[config.mk]
export PLATFORM = sky130hd
export DESIGN_NAME = keyboard_decoder
export DESIGN_NICKNAME = d
export VERILOG_FILES = /design/src/rtl/keyboard_decoder.sv
export SDC_FILE = /design/constraint.sdc
export NUM_CORES = 1
export LEC_CHECK = 0
export CAP_MARGIN = 20
export CORE_MARGIN = 10
export CORE_UTILIZATION = 51
export DETAILED_ROUTE_END_ITERATION = 8
export GPL_TIMING_DRIVEN = 0
export PLACE_DENSITY = 0.89
export SETUP_SLACK_MARGIN = 0.2
export SYNTH_ARGS = -nofsm -noshare
export SYNTH_HDL_FRONTEND = slang
export SYNTH_SLANG_ARGS = --single-unit
[constraint.sdc]
create_clock -name clk -period 1.7 [get_ports clk]
set_input_delay 0.17 -clock clk [delete_from_list [all_inputs] [get_ports clk]]
set_output_delay 0.17 -clock clk [all_outputs]
set_load 0.01 [all_outputs]
[src/rtl/keyboard_decoder.sv]
// keyboard_decoder
// Turns the PS/2 set-2 scancode byte stream into editing commands for
// text_buffer: cursor left/right, backspace, or a 7-bit ASCII symbol.
// Prefix bytes (E0 extended, F0 break) are tracked by a small FSM, both
// shift keys are tracked independently, and each decoded key press is held
// on the registered outputs until text_buffer acknowledges it.

module keyboard_decoder #(
  parameter int SYMBOL_WIDTH = 7
) (
  input  logic                    clk,
  input  logic                    rst,
  input  logic [7:0]              scancode,
  input  logic                    scancode_valid,
  output logic                    left,
  output logic                    right,
  output logic                    backspace,
  output logic [SYMBOL_WIDTH-1:0] symbol,
  input  logic                    input_ready
);

  // Prefix FSM encoding
  localparam logic [1:0] ST_IDLE    = 2'd0;
  localparam logic [1:0] ST_EXT     = 2'd1;
  localparam logic [1:0] ST_BRK     = 2'd2;
  localparam logic [1:0] ST_EXT_BRK = 2'd3;

  // Prefix and key codes with special meaning
  localparam logic [7:0] CODE_EXT    = 8'hE0;
  localparam logic [7:0] CODE_BRK    = 8'hF0;
  localparam logic [7:0] CODE_LSHIFT = 8'h12;
  localparam logic [7:0] CODE_RSHIFT = 8'h59;
  localparam logic [7:0] CODE_BKSP   = 8'h66;
  localparam logic [7:0] CODE_LEFT   = 8'h6B;
  localparam logic [7:0] CODE_RIGHT  = 8'h74;
  localparam logic [7:0] CODE_KP_DIV = 8'h4A;

  logic [1:0]              state_q, state_d;
  logic                    lshift_q, lshift_d;
  logic                    rshift_q, rshift_d;
  logic                    left_q, left_d;
  logic                    right_q, right_d;
  logic                    backspace_q, backspace_d;
  logic [SYMBOL_WIDTH-1:0] symbol_q, symbol_d;

  logic       is_prefix;
  logic       make_stb;
  logic       break_stb;
  logic       is_ext;
  logic       shift;
  logic       pending;
  logic       cmd_valid;
  logic       cmd_left;
  logic       cmd_right;
  logic       cmd_bksp;
  logic [6:0] cmd_ascii;

  // Map a make code to ASCII; 0 means the key has no symbol. Extended
  // codes only carry the keypad divide; the rest are navigation keys.
  function automatic logic [6:0] map_ascii(input logic [7:0] code,
                                           input logic       ext,
                                           input logic       shift_on);
    logic [6:0] a;
    a = 7'h00;
    if (ext) begin
      if (code == CODE_KP_DIV) a = 7'h2F;
    end else begin
      unique case (code)
        // Main-row digits, with the shifted symbols the editor understands
        8'h45: a = shift_on ? 7'h29 : 7'h30;  // ) 0
        8'h16: a = 7'h31;
        8'h1E: a = 7'h32;
        8'h26: a = 7'h33;
        8'h25: a = 7'h34;
        8'h2E: a = 7'h35;
        8'h36: a = shift_on ? 7'h5E : 7'h36;  // ^ 6
        8'h3D: a = 7'h37;
        8'h3E: a = shift_on ? 7'h2A : 7'h38;  // * 8
        8'h46: a = shift_on ? 7'h28 : 7'h39;  // ( 9
        // Operators
        8'h4E: a = 7'h2D;                     // -
        8'h55: a = shift_on ? 7'h2B : 7'h3D;  // + =
        8'h4A: a = 7'h2F;                     // /
        8'h49: a = 7'h2E;                     // .
        // Keypad operators
        8'h79: a = 7'h2B;
        8'h7B: a = 7'h2D;
        8'h7C: a = 7'h2A;
        8'h71: a = 7'h2E;
        // Keypad digits (non-extended 6B/74 are keypad 4/6)
        8'h70: a = 7'h30;
        8'h69: a = 7'h31;
        8'h72: a = 7'h32;
        8'h7A: a = 7'h33;
        8'h6B: a = 7'h34;
        8'h73: a = 7'h35;
        8'h74: a = 7'h36;
        8'h6C: a = 7'h37;
        8'h75: a = 7'h38;
        8'h7D: a = 7'h39;
        // Letters, always lowercase
        8'h1C: a = 7'h61;  // a
        8'h32: a = 7'h62;  // b
        8'h21: a = 7'h63;  // c
        8'h23: a = 7'h64;  // d
        8'h24: a = 7'h65;  // e
        8'h2B: a = 7'h66;  // f
        8'h34: a = 7'h67;  // g
        8'h33: a = 7'h68;  // h
        8'h43: a = 7'h69;  // i
        8'h3B: a = 7'h6A;  // j
        8'h42: a = 7'h6B;  // k
        8'h4B: a = 7'h6C;  // l
        8'h3A: a = 7'h6D;  // m
        8'h31: a = 7'h6E;  // n
        8'h44: a = 7'h6F;  // o
        8'h4D: a = 7'h70;  // p
        8'h15: a = 7'h71;  // q
        8'h2D: a = 7'h72;  // r
        8'h1B: a = 7'h73;  // s
        8'h2C: a = 7'h74;  // t
        8'h3C: a = 7'h75;  // u
        8'h2A: a = 7'h76;  // v
        8'h1D: a = 7'h77;  // w
        8'h22: a = 7'h78;  // x
        8'h35: a = 7'h79;  // y
        8'h1A: a = 7'h7A;  // z
        default: a = 7'h00;
      endcase
    end
    return a;
  endfunction

  // Classify the incoming byte against the current prefix state
  always_comb begin
    // NOTE: every combinationally written signal gets a default first so no
    // path through the block leaves it unassigned (which would infer a latch).
    is_prefix = 1'b0;
    make_stb  = 1'b0;
    break_stb = 1'b0;
    is_ext    = (state_q == ST_EXT) || (state_q == ST_EXT_BRK);
    state_d   = state_q;
    if (scancode_valid) begin
      unique case (state_q)
        ST_IDLE: begin
          if (scancode == CODE_EXT) begin
            is_prefix = 1'b1;
            state_d   = ST_EXT;
          end else if (scancode == CODE_BRK) begin
            is_prefix = 1'b1;
            state_d   = ST_BRK;
          end else begin
            make_stb = 1'b1;
          end
        end
        ST_EXT: begin
          if (scancode == CODE_BRK) begin
            is_prefix = 1'b1;
            state_d   = ST_EXT_BRK;
          end else begin
            make_stb = 1'b1;
            state_d  = ST_IDLE;
          end
        end
        ST_BRK, ST_EXT_BRK: begin
          break_stb = 1'b1;
          state_d   = ST_IDLE;
        end
        default: state_d = ST_IDLE;
      endcase
    end
  end

  // Shift flags: only non-extended makes/breaks of the two shift keys count
  always_comb begin
    lshift_d = lshift_q;
    rshift_d = rshift_q;
    if ((make_stb || break_stb) && !is_ext) begin
      if (scancode == CODE_LSHIFT) lshift_d = make_stb;
      if (scancode == CODE_RSHIFT) rshift_d = make_stb;
    end
  end

  assign shift = lshift_q | rshift_q;

  // Decode a make into at most one command
  always_comb begin
    cmd_left  = 1'b0;
    cmd_right = 1'b0;
    cmd_bksp  = 1'b0;
    cmd_ascii = 7'h00;
    if (make_stb) begin
      if (is_ext && scancode == CODE_LEFT)        cmd_left  = 1'b1;
      else if (is_ext && scancode == CODE_RIGHT)  cmd_right = 1'b1;
      else if (!is_ext && scancode == CODE_BKSP)  cmd_bksp  = 1'b1;
      else                                        cmd_ascii = map_ascii(scancode, is_ext, shift);
    end
  end

  assign cmd_valid = cmd_left | cmd_right | cmd_bksp | (cmd_ascii != 7'h00);
  assign pending   = left_q | right_q | backspace_q | (symbol_q != '0);

  // Hold register: load when free or being acknowledged, drop while busy
  always_comb begin
    left_d      = left_q;
    right_d     = right_q;
    backspace_d = backspace_q;
    symbol_d    = symbol_q;
    if (cmd_valid && (!pending || input_ready)) begin
      left_d      = cmd_left;
      right_d     = cmd_right;
      backspace_d = cmd_bksp;
      symbol_d    = SYMBOL_WIDTH'(cmd_ascii);
    end else if (input_ready) begin
      left_d      = 1'b0;
      right_d     = 1'b0;
      backspace_d = 1'b0;
      symbol_d    = '0;
    end
  end

  // State registers with synchronous reset taking priority over everything
  always_ff @(posedge clk) begin
    // NOTE: registers use non-blocking assignments so every flop samples the
    // pre-edge values, independent of statement order.
    if (rst) begin
      state_q     <= ST_IDLE;
      lshift_q    <= 1'b0;
      rshift_q    <= 1'b0;
      left_q      <= 1'b0;
      right_q     <= 1'b0;
      backspace_q <= 1'b0;
      symbol_q    <= '0;
    end else begin
      state_q     <= state_d;
      lshift_q    <= lshift_d;
      rshift_q    <= rshift_d;
      left_q      <= left_d;
      right_q     <= right_d;
      backspace_q <= backspace_d;
      symbol_q    <= symbol_d;
    end
  end

  assign left      = left_q;
  assign right     = right_q;
  assign backspace = backspace_q;
  assign symbol    = symbol_q;

endmodule

# After elaboration in Yosys (flattened, before gate mapping)
# Index checks and enable logic that the tools add are counted.
# word_totals
reg_bits,14
wordCells,140
# op_classes
eq_ne,63
n_mux,37
n_bitwise,7
n_reduce_logical,26
# ops
cell,n
7-bit case mux with 46 select lines,1
8-bit by 7-bit equality test with 1-bit output (second input constant),27
8-bit by 6-bit equality test with 1-bit output (second input constant),22
8-bit by 5-bit equality test with 1-bit output (second input constant),8
7-bit two-way mux,8
5-bit two-way mux,4
1-bit two-way mux,18
2-bit OR reduction,9
8-bit equality test (second input constant),2
7-bit nonzero test,2
1-bit OR,7
2-bit two-way mux,3
6-bit two-way mux,1
2-bit case mux with 3 select lines,1
2-bit AND reduction,3
1-bit logical AND,5
2-bit equality test (second input constant),2
1-bit logical OR,3
3-bit != test (second input constant),1
2-bit by 1-bit equality test with 1-bit output (second input constant),1
1-bit zero test,2
2-bit zero test,1
1-bit case mux with 2 select lines,1
2-bit nonzero test,1

# Logic depth before layout (Yosys ltp)
# depth
word_depth,12
depth_mapped,10

# Least setup slack after synthesis
# No wires, ideal clock.
# synth_path
path_type,input-to-reg
from,input scancode[0]
to,"register symbol_q[3], in the netlist symbol[3]"
setup_ns,0.132
arrival_ns,1.667
required_time_ns,1.568
path_slack_ns,-0.100
cell_stages,9
path_buffers,2
cell_sequence,buf_2 buf_4 nor2b_1 a22oi_1 nor2_1 a21oi_1 or3b_1 o41ai_1 a21oi_1
# synth_between
elab_chain_len,12
# synth_lines
item,line_no,source
from (decl),13,"input logic [7:0] scancode,"
8-bit by 7-bit equality test with 1-bit output (tied with other cells),68,unique case (code)
2-bit OR reduction (no line),--,
7-bit case mux with 46 select lines,68,
7-bit two-way mux,65,if (ext) begin
7-bit two-way mux,195,else if (!is_ext && scancode == CODE_BKSP) cmd_bksp = 1'b1;
7-bit two-way mux,194,else if (is_ext && scancode == CODE_RIGHT) cmd_right = 1'b1;
7-bit two-way mux,193,if (is_ext && scancode == CODE_LEFT) cmd_left = 1'b1;
7-bit two-way mux,192,if (make_stb) begin
7-bit nonzero test,200,assign cmd_valid = cmd_left | cmd_right | cmd_bksp | (cmd_ascii != 7'h00);
1-bit OR,200,
1-bit logical AND,209,if (cmd_valid && (!pending || input_ready)) begin
7-bit two-way mux or 2-bit nonzero test (tied branches),--,
to (signal assigned),241,symbol_q <= symbol_d;
to (decl),44,"logic [SYMBOL_WIDTH-1:0] symbol_q, symbol_d;"
# Several ways; a longest one is shown, not always the timed one.
# A chain may end at the register's enable or synchronous reset.

# Worst setup path in the final report
# layout_path
from,input scancode[1]
to,"register symbol_q[6], in the netlist symbol[6]"
# The elaborated chain is that of the path after synthesis.

==> impl_metrics.toml <==
[outcome]
status = "finished, violations left"
violations = "setup timing"

[setup_path]
regToRegSetupSlack_ns = -0.28
path_max_fanout = 10
critical_path_required_ns = 1.88
crit_arrival_ns = 2.17
path_class = "input port to flop"
cp-start-kind = "input port"
timing.critical_path.to_type = "flop"
critPathMaxStageDelay_ns = 0.40
critical_path.cell_chain = "buf_6 -> buf_6 -> buf_4 -> nand4b_1 -> buf_4 -> nor4_4 -> a311oi_4 -> a31o_1 -> a21o_1 -> a211oi_2"
slowest_stage = "nor4_4"

[yosys]
syn_avg_cell_area_um2 = 7.299
synthMuxAreaShare_pct = 1.063
yosys.area_share.simple_pct = 43.26
synth_adder_area_share_pct = 0
synth_ff_type = "dfxtp_1"
yosys_register_bits = 14
ys_warn_count = 0
yosys.area_share.xor_xnor_pct = 0.4651
ys_async_sr_fraction_pct = 0
synth_top_family_by_area = "simple AND/OR/NAND/NOR gates"
synth_seq_area_share_pct = 14.88
syn_inst = 258
synth_enable_flop_cells = 0
synth_nets = 270
synth_compound_area_share_pct = 31.36
netlist-cell-type-count = 69
syn-cell-area_um2 = 1883

[placed_design]
place_hpwl_um = 5117
placed_area_um2 = 2215
finalWeightedCongestion = 1.010
io_buffers = 20
pre_cts_slack_ns = -0.9585

[clock_network]
hold_buffers = 0
numCtsBuffers = 3
clkSinkCount = 14
clkLatencyLatePin_ns = 0.26
tritoncts = "done"
clockBufferDepth = 2
clkSlewWorstSetupHoldPaths_ns = 0.07
cts_root_buf = "clkbuf_8"
htree_num_levels = 1

[power_and_ir_drop]
leakagePower_uw = 0.001235
ir_worst_vdd_uv = 433.1
power_density_nw_per_um2 = 398.5

[routing]
drt-total-wl_um = 11080
via_per_inst = 8.053
num_vias = 3060
antenna_left = 0
firstDrtPassIters = 8
routedWlPerCell_um = 29.16
route.detailed.drc = 0
drt_iter0_drc = 619

[flow_run]
timing.max_cap.violations = 0

[sta]
skew_ns = 0.005367
finalSetupViolCount = 8
rsz0062_at_grt = "yes"
hold_viol_final = 0
min_period_over_period_pct = 117.1
setup_slack_ns = -0.2914
holdWs_ns = 0.4797
maxSlewHeadroom_pct = 52.60
slew_violations = 0
max_clock_freq_mhz = 502.2
setup_tns_ns = -1.766
min_period_ns = 1.991
tightest_slew_ns = 0.7009

[die]
die_w_um = 80.77
die_h_um = 80.77
core_um2 = 3606
start_util_pct = 52.22
rows = 22
io_pins = 22
die_area_um2 = 6523

[global_routing]
grt_pass1_wl_um = 13770
grt_pass1_vias = 2546
grt_start_max_net_pins = 11
overflow = 0
grt.total_usage_pct = 26.46
antenna_found_initial = 0

[final_layout]
fillCellCount = 147
drive_gt1_share_pct = 51.20
seq_area_um2 = 280.3
final_cell_mix = "41 x buf_4, 28 x nand2_1, 19 x buf_6, 16 x nor2_1, 15 x a21oi_1"
final_common_cell = "buf_4"
antenna_cells = 0
nNetsFinal = 345
syn_to_final_growth_pct = 71.10
final_area_um2 = 3222
post-route-util_pct = 89.35
multiInputGateArea_um2 = 1897

[hold_path]
worstHoldPathType = "input port to flop"
## timing repair
| action | CTS | global route |
|---|---|---|
| setup endpoints to repair | 13 | 12 |
| pin swaps | 34 | 44 |
| setup buffers | 36 | 11 |
| cloned | 1 | 2 |
| resized for setup | 105 | 58 |
## stage by stage
stage / std cells / power (uW)
floorplan: 258 / 580.2
global placement: 326 / 686.2
detailed placement: 326 / 687.4
CTS: 367 / 1139
global route: 380 / 1298
finish: 380 / 1284
## path summary, 6_finish.rpt
path / start / end / cells after the start
worst max-delay path: scancode[1] / symbol[6]$_SDFFE_PP0P_ / 10
worst min-delay path: scancode[4] / left$_SDFFE_PP0P_ / 5
worst max register to register: backspace$_SDFFE_PP0P_ / symbol[6]$_SDFFE_PP0P_ / 6
worst min register to register: symbol[0]$_SDFFE_PP0P_ / symbol[0]$_SDFFE_PP0P_ / 2
## cell families after synthesis
kind of cell	after synthesis
AOI/OAI and AO/OA	81
xor gates and xnor gates	1
buffers and inverters	29
DFF	14
muxes	2
and+or+nand+nor	131
## worst max-delay path, delay by kind of cell
family | cells | cell delay (ns)
AND/OR/NAND/NOR | 2 | 0.67
AO/OA/AOI/OAI | 4 | 0.70
buffers and inverters | 4 | 0.63
## flip-flops by register name (all words and copies together) (netlist names)
name       count
lshift_q       1
backspace      1
state_q        2
symbol         7
left           1
right          1
rshift_q       1
## report_power, final
group	total, uW	leakage (uW)	internal, uW	switching [uW]
Combinational	599	0.00109	275	324
Clock	342	0.0000288	206	136
Sequential	343	0.000113	334	8.93
## final cells by class
cell class,instances,share of cell area (%)
buffer,23,7.301
clock buffer,4,1.709
inverter,6,0.8155
multi-input combinational,215,58.87
sequential,14,8.699
tap,48,1.864
timing repair buffer,70,20.74
## Yosys cell counts (5+ instances only)
| library cell | instances | share of area [%] |
|---|---|---|
| nand3_1 | 10 | 2.7 |
| nand2_1 | 28 | 5.6 |
| buf_4 | 8 | 3.2 |
| nor4_1 | 5 | 1.7 |
| buf_2 | 6 | 1.6 |
| nand4_1 | 8 | 2.7 |
| dfxtp_1 | 14 | 15 |
| nor2_1 | 23 | 4.6 |
| o21ai_0 | 13 | 3.5 |
| nor3_1 | 5 | 1.3 |
| clkbuf_1 | 6 | 1.2 |
| a21oi_1 | 22 | 5.8 |
| nor2b_1 | 12 | 4.0 |
## metal layers
metal / routed length (um) / global-route usage [%]
met1: 3827 / 33.57
met2: 4551 / 40.84
met3: 1667 / 5.850
met4: 1036 / 14.19
met5: 0 / 0
Power figures use the tool's default switching activity.
